### src/rtl/wos_filter_pkg.sv
// Shared types and helpers for the rank-order filter sequencer.
// Optional build macro used by the top: FILTER_PERF_EN (adds o_cycles).
package wos_filter_pkg;

    localparam int DIM_W  = 8;
    localparam int ADDR_W = 32;

    typedef enum logic [2:0] {
        S_IDLE   = 3'd0,
        S_CLEAR  = 3'd1,
        S_FEED   = 3'd2,
        S_SETTLE = 3'd3,
        S_WRITE  = 3'd4,
        S_DONE   = 3'd5
    } state_e;

    // A window of side k must be non-empty, fit the kernel and fit the image.
    function automatic logic legal_geometry(input logic [DIM_W-1:0] h,
                                            input logic [DIM_W-1:0] w,
                                            input logic [DIM_W-1:0] k,
                                            input int               max_n);
        return (k != '0) && (int'(k) <= max_n) && (k <= h) && (k <= w);
    endfunction

endpackage

### src/rtl/wos_addr_gen.sv
// Address generator: row-base, column and output-index counters.
// Read addresses advance by the image width per slot, so no multiplier is needed.
module wos_addr_gen
    import wos_filter_pkg::*;
#(
    parameter logic [ADDR_W-1:0] IMG_BASE = 32'h0,
    parameter logic [ADDR_W-1:0] OUT_BASE = 32'h200
) (
    input  logic              clk,
    input  logic              rst,
    input  logic [DIM_W-1:0]  i_w,
    input  logic              i_row_init,
    input  logic              i_col_init,
    input  logic              i_slot_step,
    input  logic              i_col_next,
    input  logic              i_row_next,
    input  logic              i_wr_step,
    output logic [DIM_W-1:0]  o_col,
    output logic [ADDR_W-1:0] o_rd_addr,
    output logic [ADDR_W-1:0] o_wr_addr
);

    logic [ADDR_W-1:0] row_base_q, row_base_d;
    logic [ADDR_W-1:0] pix_q, pix_d;
    logic [ADDR_W-1:0] out_idx_q, out_idx_d;
    logic [DIM_W-1:0]  col_q, col_d;
    logic [ADDR_W-1:0] w_ext;

    assign w_ext = ADDR_W'(i_w);

    // Next-state of the counters from the FSM strobes (strobes are mutually exclusive where they overlap).
    always_comb begin
        row_base_d = row_base_q;
        pix_d      = pix_q;
        out_idx_d  = out_idx_q;
        col_d      = col_q;
        if (i_row_init) begin
            row_base_d = IMG_BASE;
            out_idx_d  = '0;
        end
        if (i_col_init) begin
            col_d = '0;
            pix_d = row_base_q;
        end
        if (i_slot_step) begin
            pix_d = pix_q + w_ext;
        end
        if (i_col_next) begin
            col_d = col_q + 1'b1;
            pix_d = row_base_q + ADDR_W'(col_q) + ADDR_W'(1);
        end
        if (i_row_next) begin
            row_base_d = row_base_q + w_ext;
        end
        if (i_wr_step) begin
            out_idx_d = out_idx_q + ADDR_W'(1);
        end
    end

    // Counter registers with synchronous reset.
    always_ff @(posedge clk) begin
        if (rst) begin
            row_base_q <= '0;
            pix_q      <= '0;
            out_idx_q  <= '0;
            col_q      <= '0;
        end else begin
            row_base_q <= row_base_d;
            pix_q      <= pix_d;
            out_idx_q  <= out_idx_d;
            col_q      <= col_d;
        end
    end

    assign o_col     = col_q;
    assign o_rd_addr = pix_q;
    assign o_wr_addr = OUT_BASE + out_idx_q;

endmodule

### src/rtl/wos_filter_sequencer.sv
// Sequencer for the masked rank-order kernel during run_filter.
// Optional feature: define FILTER_PERF_EN to add the o_cycles busy-cycle counter.
module wos_filter_sequencer
    import wos_filter_pkg::*;
#(
    parameter int                MAX_N    = 5,
    parameter logic [ADDR_W-1:0] IMG_BASE = 32'h0,
    parameter logic [ADDR_W-1:0] OUT_BASE = 32'h200
) (
    input  logic              clk,
    input  logic              rst,
    input  logic              i_start,
    input  logic [DIM_W-1:0]  i_h,
    input  logic [DIM_W-1:0]  i_w,
    input  logic [DIM_W-1:0]  i_n,
    output logic              o_busy,
    output logic [ADDR_W-1:0] o_addr,
    output logic              o_rd_en,
    output logic              o_wr_en,
    output logic              o_kernel_en,
    output logic              o_kernel_clr,
    output logic              o_done,
    output logic              o_err
`ifdef FILTER_PERF_EN
    ,
    output logic [31:0]       o_cycles
`endif
);

    localparam logic [2:0] IDLE   = S_IDLE;
    localparam logic [2:0] CLEAR  = S_CLEAR;
    localparam logic [2:0] FEED   = S_FEED;
    localparam logic [2:0] SETTLE = S_SETTLE;
    localparam logic [2:0] WRITE  = S_WRITE;
    localparam logic [2:0] DONE   = S_DONE;

    localparam int             J_W    = $clog2(MAX_N + 1);
    localparam logic [J_W-1:0] LAST_J = J_W'(MAX_N - 1);

    logic [2:0]       state_q, state_d;
    logic [DIM_W-1:0] h_q, h_d, w_q, w_d, k_q, k_d, r_q, r_d;
    logic [J_W-1:0]   j_q, j_d;
    logic             err_q, err_d;
    logic             ken_q, ken_d;

    logic row_init, col_init, slot_step, col_next, row_next, wr_step;
    logic [DIM_W-1:0]  col;
    logic [ADDR_W-1:0] rd_addr, wr_addr;
    logic [DIM_W:0]    col_x, k_x, w_x, h_x, r_x;

    assign col_x = {1'b0, col};
    assign k_x   = {1'b0, k_q};
    assign w_x   = {1'b0, w_q};
    assign h_x   = {1'b0, h_q};
    assign r_x   = {1'b0, r_q};

    // FSM next-state and counter strobes.
    always_comb begin
        state_d   = state_q;
        h_d       = h_q;
        w_d       = w_q;
        k_d       = k_q;
        r_d       = r_q;
        j_d       = j_q;
        err_d     = err_q;
        row_init  = 1'b0;
        col_init  = 1'b0;
        slot_step = 1'b0;
        col_next  = 1'b0;
        row_next  = 1'b0;
        wr_step   = 1'b0;
        case (state_q)
            IDLE: begin
                if (i_start) begin
                    h_d = i_h;
                    w_d = i_w;
                    k_d = i_n;
                    if (legal_geometry(i_h, i_w, i_n, MAX_N)) begin
                        err_d    = 1'b0;
                        row_init = 1'b1;
                        r_d      = '0;
                        state_d  = CLEAR;
                    end else begin
                        err_d   = 1'b1;
                        state_d = DONE;
                    end
                end
            end
            CLEAR: begin
                col_init = 1'b1;
                j_d      = '0;
                state_d  = FEED;
            end
            FEED: begin
                if (j_q == LAST_J) begin
                    j_d = '0;
                    // Columns before the first full window chain straight into the next column.
                    if (col_x + 1'b1 < k_x) begin
                        col_next = 1'b1;
                    end else begin
                        state_d = SETTLE;
                    end
                end else begin
                    j_d       = j_q + 1'b1;
                    slot_step = 1'b1;
                end
            end
            SETTLE: begin
                state_d = WRITE;
            end
            WRITE: begin
                wr_step = 1'b1;
                if (col_x + 1'b1 == w_x) begin
                    r_d      = r_q + 1'b1;
                    row_next = 1'b1;
                    state_d  = (r_x + 1'b1 <= h_x - k_x) ? CLEAR : DONE;
                end else begin
                    col_next = 1'b1;
                    j_d      = '0;
                    state_d  = FEED;
                end
            end
            DONE: begin
                state_d = IDLE;
            end
            default: begin
                state_d = IDLE;
            end
        endcase
        // Each FEED slot pushes into the kernel one cycle later, when its read data arrives.
        ken_d = (state_q == FEED);
    end

    // FSM and control registers.
    always_ff @(posedge clk) begin
        if (rst) begin
            state_q <= IDLE;
            h_q     <= '0;
            w_q     <= '0;
            k_q     <= '0;
            r_q     <= '0;
            j_q     <= '0;
            err_q   <= 1'b0;
            ken_q   <= 1'b0;
        end else begin
            state_q <= state_d;
            h_q     <= h_d;
            w_q     <= w_d;
            k_q     <= k_d;
            r_q     <= r_d;
            j_q     <= j_d;
            err_q   <= err_d;
            ken_q   <= ken_d;
        end
    end

    wos_addr_gen #(
        .IMG_BASE (IMG_BASE),
        .OUT_BASE (OUT_BASE)
    ) u_addr_gen (
        .clk         (clk),
        .rst         (rst),
        .i_w         (w_q),
        .i_row_init  (row_init),
        .i_col_init  (col_init),
        .i_slot_step (slot_step),
        .i_col_next  (col_next),
        .i_row_next  (row_next),
        .i_wr_step   (wr_step),
        .o_col       (col),
        .o_rd_addr   (rd_addr),
        .o_wr_addr   (wr_addr)
    );

    assign o_busy       = (state_q != IDLE);
    assign o_rd_en      = (state_q == FEED) && (DIM_W'(j_q) < k_q);
    assign o_wr_en      = (state_q == WRITE);
    assign o_kernel_clr = (state_q == CLEAR);
    assign o_done       = (state_q == DONE);
    assign o_kernel_en  = ken_q;
    assign o_err        = err_q;
    assign o_addr       = o_rd_en ? rd_addr : (o_wr_en ? wr_addr : '0);

`ifdef FILTER_PERF_EN
    logic [31:0] cycles_q, cycles_d;

    // Busy-cycle counter: restarts on a legal start, saturates, holds while idle.
    always_comb begin
        cycles_d = cycles_q;
        if (state_q == IDLE && i_start && legal_geometry(i_h, i_w, i_n, MAX_N)) begin
            cycles_d = '0;
        end else if (state_q != IDLE && cycles_q != 32'hFFFF_FFFF) begin
            cycles_d = cycles_q + 32'd1;
        end
    end

    // Counter register.
    always_ff @(posedge clk) begin
        if (rst) begin
            cycles_q <= '0;
        end else begin
            cycles_q <= cycles_d;
        end
    end

    assign o_cycles = cycles_q;
`endif

endmodule

### config.mk
export PLATFORM = sky130hd
export DESIGN_NAME = wos_filter_sequencer
export DESIGN_NICKNAME = d
export VERILOG_FILES = /design/src/rtl/wos_filter_pkg.sv /design/src/rtl/wos_addr_gen.sv /design/src/rtl/wos_filter_sequencer.sv
export SDC_FILE = /design/constraint.sdc
export NUM_CORES = 1
export LEC_CHECK = 0
export BUFFER_PORTS_ARGS = -buffer_cell sky130_fd_sc_hd__clkbuf_2
export CORE_ASPECT_RATIO = 1.4
export CORE_UTILIZATION = 45
export CTS_CLUSTER_SIZE = 28
export DETAILED_ROUTE_END_ITERATION = 10
export PLACE_DENSITY = 0.72
export SLEW_MARGIN = 10
export SYNTH_ARGS = -nofsm -noshare
export SYNTH_HDL_FRONTEND = slang
export SYNTH_SLANG_ARGS = --single-unit
### constraint.sdc
create_clock -name clk -period 9.55 [get_ports clk]
set_input_delay 1.4325 -clock clk [delete_from_list [all_inputs] [get_ports clk]]
set_output_delay 1.4325 -clock clk [all_outputs]
set_load 0.02 [all_outputs]
-- After elaboration in Yosys (flattened, before gate mapping)
Cells that the tools add are included.
- input bits: 27
- output and inout bits: 39
- bits in registers: 144
- logic and storage cells: 98
- eq/ne operators: 13
- add/sub/neg operators: 12
- $lt $le $gt $ge: 6
- mux-type cells: 38
- reduce and logical (&&, ||, !) cells: 17
- operators with widths (operator ; count):
    $mux 32 ; 8
    $add 32x8->32 ; 3
    $add 32x1->32 const B ; 2
    $mux 8 ; 5
    $add 10x32->32 const A ; 1
    $mux 3 ; 8
    $add 8x1->9 const B ; 2
    $add 8x1->8 const B ; 2
    $le 8x8->1 ; 2
    $pmux 8 s2 ; 1
    $pmux 3 s5 ; 1
    $mux 1 ; 13
    $eq 3x3->1 const B ; 3
    $eq 9x8->1 ; 1
    $le 9x9->1 ; 1
    $lt 9x8->1 ; 1
    $pmux 3 s3 ; 1
    $reduce_bool 3->1 ; 3
    $sub 8x8->9 ; 1
    $le 8x3->1 const B ; 1
    $lt 3x8->1 ; 1
    $ne 2x2->1 const B ; 4
    $reduce_bool 2->1 ; 4
    $reduce_bool 8->1 ; 1
    other kinds (10) ; 16

-- Logic depth before layout (Yosys ltp)
Gate-level depths: netlist of run 1.
- depth in word-level cells: 9
- mapped depth: 15
- mapped depth without buffers: 15

-- By module
Synthesis of run 1 repeated with hierarchy kept, for this count alone.
- cell total of the unflattened synthesis: 1447
- area, all modules: 11323.4 sq um
- by module, submodules not included (module ; instances ; cells each ; area an instance (sq um)):
    wos_addr_gen ; 1 ; 961 ; 7601.0
    wos_filter_sequencer ; 1 ; 486 ; 3722.3

-- Worst setup path before layout of run 1
No wires, ideal clock.
- kind: register to output
- start: reg u_addr_gen.out_idx_q[11]
- end: out o_addr[28]
- stages on the path, launching flop included: 9
- required time: 8117 ps
- setup slack: 5763 ps
- buffers on the path: 1
- arrival: 2354 ps
- path through: dfxtp_1 nand3_1 nor4_2 and3_1 buf_2 nand3_1 or2_1 xor2_1 o21ai_0
- word-level cells in the longest chain between the ends: 3
- RTL lines (item ; line ; source):
    start: declaration ; wos_addr_gen.sv:25 ; logic [ADDR_W-1:0] out_idx_q, out_idx_d;
    start signal: assignment ; wos_addr_gen.sv:70 ; out_idx_q <= out_idx_d;
    $add 10x32->32 ; wos_addr_gen.sv:77 ; assign o_wr_addr = OUT_BASE + out_idx_q;
    $mux 32 (2 in series) ; wos_filter_sequencer.sv:182 ; assign o_addr = o_rd_en ? rd_addr : (o_wr_en ? wr_addr : '0);
    end: declaration ; wos_filter_sequencer.sv:17 ; output logic [ADDR_W-1:0] o_addr,
No other way between the ends.

-- Worst setup path in the final report of run 1
- start: reg u_addr_gen.out_idx_q[11]
- end: out o_addr[30]
Same word-level chain as after synthesis.

==> impl_metrics.tcl, run 1 <==
set metrics [dict create \
    status "finished, final reports clean" \
    hp-class "reg -> reg" \
    cp_slowest_cell "nor4_2" \
    synthMuxAreaShare 0.0104 \
    ff2ff_path_depth 13 \
    fill_cells 2247 \
    start_kind "register" \
    skew_ns 0.0109 \
    grt_max_degree 72 \
    drv_slew 0 \
    layout.nets 1520 \
    synth_fp_nets 1510 \
    n_antenna_cell 0 \
    hold_viol_final 0 \
    setup_viol 0 \
    cts_resized 0 \
    hp-start "k_q[2]" \
    cts_tree "yes" \
    worst-path-stages 8 \
    crit_chain "nand3_1 > nor4_2 > and3_1 > nand3_1 > nor3_1 > xnor2_1 > o21ai_0 > clkbuf_2" \
    seqPwrFrac 0.299 \
    p_clk_frac 0.275 \
    syn_area_sq_mm 0.0106 \
    end_kind "output port" \
    fmax_mhz 219 \
    drt_pass1_iterations 6 \
    swShare 0.428 \
    max_stage_delay_ns 0.61 \
    clock_latency_ns 0.44 \
    fin_crit_ns 4.56 \
    wire_per_inst_um 18.0 \
    worst_slack_ns 4.99 \
    ir_drop_uv 147 \
    drive_above_1_share 0.103 \
    rows 66 \
    register_area_sq_mm 0.00288 \
    power_w 0.00256 \
    synth_top_area_share 0.272 \
    clock_sinks 144 \
    grt_pass1_vias 9953 \
    initial_core_util 0.457 \
    pwr-share-comb 0.426 \
    post-route-period-util 0.478 \
    die_h_um 184 \
    maxCapViolCount 0 \
    hpwlAfterDp_mm 22.7 \
    cts-root-buf "clkbuf_16" \
    antenna_found_initial 0 \
    synth_xor_area_frac 0.0622 \
    htree_levels 4 \
    synth_fa_ha_area_frac 0.0924 \
    power.switching_w 0.00110 \
    synth.most_common_cell "nand2_1" \
    yosys_warnings 0 \
    synth_compound_area_frac 0.255 \
    rsz0062_at_grt "no" \
    clk_pin_slew_ns 0.07 \
    syn_area_per_cell_sq_um 7.54 \
    synth_seq_cells 144 \
    whs_endpoint "k_q[2]" \
    grt_pass1_wl_mm 50.7 \
    reg2reg_to "u_addr_gen.o_rd_addr[8]" \
    crit_top_cell "nand3_1" \
    cp.arrival_ns 3.13 \
    ys_types 88 \
    syn2layout_area_growth_pct 10.1 \
    synth_top_family_by_area "simple AND/OR/NAND/NOR gates" \
    cellLeakagePower_nw 4.49 \
    via_count 10600 \
    critPathBufInv 1 \
    post_cts_buffers 0 \
    pre_cts_slack_ns 5.27 \
    synth_area_leaders "dfxtp_1 27%, ha_1 8.5%, nand2_1 7.0%" \
    overflow 0 \
    grt_util_all_layers 0.261 \
    worst-setup-path-type "reg -> out" \
    p_per_area_mw_per_mm2 219 \
    p_int_w 0.00146 \
    r2r-start "u_addr_gen.o_col[1]" \
    numPortBuffers 65 \
    dieArea_sq_mm 0.0242 \
    crit_fanout 6 \
    drc 0 \
    die_w_um 132 \
    ios 66 \
    synth_common_cells "198 x nand2_1, 145 x a21oi_1, 144 x dfxtp_1" \
    crit_required_ns 8.12 \
    yosysTopAreaCell "dfxtp_1" \
    synth-edff-count 0 \
    seq_area_frac_synth 0.272 \
    cts_made_buffers 17 \
    clockBufferDepth 2 \
    via_per_inst 6.09 \
    multiInputGateArea_sq_mm 0.00719 \
    rrSetupSlack_ns 5.50 \
    gp_congestion 0.898 \
    async_flop_share 0 \
    cts_hold_buffers 0 \
    slew_headroom 0.244 \
    synthSimpleGateAreaFrac 0.256 \
    tightest_slew_ns 1.13 \
    wirelength_mm 31.3 \
    synthFlopType "dfxtp_1" \
    drt-initial-drc-count 733 \
    coreArea_sq_mm 0.0232 \
    holdPathStages 2 \
    critical_path.top_delay_family "simple AND/OR/NAND/NOR gates" \
    fin_setup_tns_ns 0 \
    syn_inst 1407 \
    detail-route-antenna-nets 0 \
]
==> flip-flops by register name (all words and copies together) (netlist names) <==
signal and cells:
w_q 8, u_addr_gen.row_base_q 32, o_err 1, h_q 8
u_addr_gen.o_col 8, u_addr_gen.o_rd_addr 32, k_q 8, u_addr_gen.out_idx_q 32
j_q 3, r_q 8, state_q 3, o_kernel_en 1
==> cell usage in the layout, fill, tap and decap left out, types with 30 or more instances in the layout <==
master	n
o21ai_0	58
nor2_1	86
ha_1	72
nand3_1	86
inv_1	54
nand2_1	198
clkbuf_2	64
a21oi_1	144
nand4_1	30
xnor2_1	43
dfxtp_1	144
==> layer usage <==
metal  routed length (um)  global-route usage
met1                13100               0.308
met2                15600               0.460
met3                 1720              0.0463
met4                  943               0.119
met5                    0                   0
==> power groups by stage <==
| stage | sequential (W) | clock (W) | combinational, W |
|---|---|---|---|
| 6_report | 0.000765 | 0.000705 | 0.00109 |
| 5_1_grt | 0.000776 | 0.000742 | 0.00120 |
| 4_1_cts | 0.000762 | 0.000711 | 0.00108 |
| 3_5_place_dp | 0.000776 | 0 | 0.00107 |
| 3_3_place_gp | 0.000773 | 0 | 0.00106 |
| 2_1_floorplan | 0.000737 | 0 | 0.000837 |
==> cell type report <==
cell class / instances / share of cell area
clock buffer: 17 / 0.0364
clock inverter: 15 / 0.0159
timing repair buffer: 77 / 0.0358
sequential: 144 / 0.247
multi-input combinational: 1122 / 0.615
tap: 306 / 0.0328
inverter: 55 / 0.0177
==> cells by family (layout without fill, tap and decap cells) <==
kind of cell | Yosys count | in the layout
mux | 10 | 10
buf+inv | 141 | 164
xor+xnor | 73 | 73
simple gates | 554 | 554
flops | 144 | 144
fa+ha+maj | 76 | 76
compound gates | 409 | 409
==> tightest hold or removal path, delay by kind of cell (launching register included) <==
kind,cells,cell delay (ns)
AND/OR/NAND/NOR,1,0.05
AO/OA/AOI/OAI,1,0.05
flip-flops,1,0.31
==> worst max path at each step <==
stage | from | endpoint | slack [ns]
floorplan | u_addr_gen.out_idx_q[11] | o_addr[28] | 5.76
global placement | i_n[1] | u_addr_gen.out_idx_q[12] | 5.39
detailed placement | i_n[1] | u_addr_gen.out_idx_q[29] | 5.27
CTS | u_addr_gen.out_idx_q[11] | o_addr[30] | 5.03
global route | u_addr_gen.out_idx_q[11] | o_addr[30] | 4.71
finish | u_addr_gen.out_idx_q[11] | o_addr[30] | 4.99
==> stage by stage <==
stage	cell area, sq um	instances	util	hold slack, ns
floorplan	10600	1407	-	0.436
detailed placement	11100	1704	0.477	0.448
CTS	11700	1736	0.504	0.458
global route	11700	1736	0.504	0.483
global placement	11100	1704	0.477	0.442
finish	11700	1736	0.504	0.456
(Power assumes the default switching activity.)
==> inputs of run 2 (changes only) <==
Settings changed: PLACE_DENSITY 0.72 to 0.74.
Clock period 9.55 ns to 3.65 ns, I/O delays scaled along.
==> run 2 against run 1 <==
Compared with the run above:
- clock skew grew 0.0039 ns
- setup slack got worse by 4.8 ns
- die area is the same
- utilization is 0.78 points higher
- non-clock buffer count up 24
- sequential cell count stayed put
- critical path type unchanged
- critical endpoint is now o_addr[28]
==> impl_metrics.tcl, run 2 (same netlist as run 1, synthesis figures left out) <==
set metrics [dict create \
    die_h_um 184 \
    maxCapViolCount 0 \
    clock_latency_ns 0.44 \
    drv_slew 0 \
    ff2ff_path_depth 13 \
    drt-initial-drc-count 843 \
    multiInputGateArea_sq_mm 0.00720 \
    crit_fanout 6 \
    cellLeakagePower_nw 4.61 \
    gp_congestion 1.00 \
    worst-setup-path-type "reg -> out" \
    dieArea_sq_mm 0.0242 \
    overflow 0 \
    fmax_mhz 291 \
    detail-route-antenna-nets 0 \
    clockBufferDepth 2 \
    post_cts_buffers 0 \
    initial_core_util 0.457 \
    clk_pin_slew_ns 0.07 \
    ios 66 \
    rows 66 \
    dp.cells 1728 \
    grt_pass1_wl_mm 51.3 \
    antenna_found_initial 0 \
    setup_viol 0 \
    startpoint "u_addr_gen.out_idx_q[11]" \
    wire_per_inst_um 17.8 \
    n_antenna_cell 0 \
    via_count 10700 \
    cp.arrival_ns 2.89 \
    grt_pass1_vias 10100 \
    ir_drop_uv 458 \
    crit_required_ns 3.10 \
    end_kind "output port" \
    fin_crit_ns 3.44 \
    drt_pass1_iterations 5 \
    status "finished, final reports clean" \
    numPortBuffers 65 \
    holdWs_ns 0.341 \
    coreArea_sq_mm 0.0232 \
    cts-root-buf "clkbuf_16" \
    cts_hold_buffers 0 \
    htree_levels 4 \
    drc 0 \
    power_w 0.00673 \
    rsz0062_at_grt "no" \
    hp-class "in -> reg" \
    clock_sinks 144 \
    cts_tree "yes" \
    final_common_cell "nand2_1" \
    fin_setup_tns_ns 0 \
    hpwlAfterDp_mm 23.4 \
    post-route-period-util 0.942 \
    endpoint "o_addr[28]" \
    cts_made_buffers 17 \
    grt_max_degree 84 \
    fill_cells 2279 \
    layout_common_cells "198 x nand2_1, 143 x dfxtp_1, 142 x a21oi_1" \
    cts_resized 0 \
    via_per_inst 6.07 \
    rrSetupSlack_ns 0.31 \
    final_util 0.512 \
    r2r-start "u_addr_gen.o_col[1]" \
    final_cells 1760 \
    p_per_area_mw_per_mm2 567 \
    skew_ns 0.0148 \
    grt_util_all_layers 0.263 \
    register_area_sq_mm 0.00288 \
    tightest_slew_ns 0.956 \
    syn2layout_area_growth_pct 11.8 \
    layout.nets 1544 \
    start_kind "register" \
    slew_headroom 0.363 \
    wirelength_mm 31.4 \
    die_w_um 132 \
    drive_above_1_share 0.121 \
    hold_viol_final 0 \
    reg2reg_to "u_addr_gen.o_rd_addr[11]" \
]
-- run 2: changes by cell type in the layout (fill, tap and decap cells not counted), moves of 2 or more --
cell	change
bufinv_16	-2
buf_4	+23
clkbuf_8	+3
a21oi_1	-2
inv_6	+2
a21oi_2	+2
-- run 2: worst min-delay path by stage --
stage	from	end	slack (ns)	cells past startpoint
2_1_floorplan	h_q[0]	h_q[0]	0.44	2
3_3_place_gp	k_q[3]	k_q[3]	0.44	2
3_5_place_dp	k_q[4]	k_q[4]	0.45	2
4_1_cts	i_h[3]	h_q[3]	0.33	3
5_1_grt	i_h[5]	h_q[5]	0.33	3
6_report	i_h[3]	h_q[3]	0.34	3
-- run 2: worst max-delay path, cell delays in order, from the launching register on --
cell and delay, ns:
dfxtp_1 0.44, nand3_1 0.25, nor4_2 0.40, and3_1 0.32, nand3_1 0.15, or2_1 0.32, xor2_1 0.16, o21ai_0 0.20
clkbuf_2 0.21
-- run 2: power by group --
part / switching (W) / internal, W / leakage [nW] / total, W
Clock: 0.000746 / 0.00100 / 0.280 / 0.00175
Combinational: 0.00188 / 0.00110 / 3.16 / 0.00298
Sequential: 0.000237 / 0.00176 / 1.17 / 0.00200
-- run 2: metrics by stage --
step	setup slack, ns	area (sq um)
6_report	0.211	11900
2_1_floorplan	0.458	10600
4_1_cts	0.0124	11900
3_5_place_dp	0.0453	11300
3_3_place_gp	0.162	11300
5_1_grt	0.0488	11900
-- run 2: layout make-up --
type	count	area share
repair buffers	101	0.0514
clock buffers	20	0.0393
multi-input cells	1122	0.606
clock inverters	12	0.0103
flip-flops and latches	144	0.243
well taps	306	0.0323
inverters	55	0.0174
-- run 2: per-layer routing --
metal,part of all wire,track usage
met2,0.49,0.465
met3,0.053,0.0405
met1,0.41,0.300
met5,0,0
met4,0.047,0.155
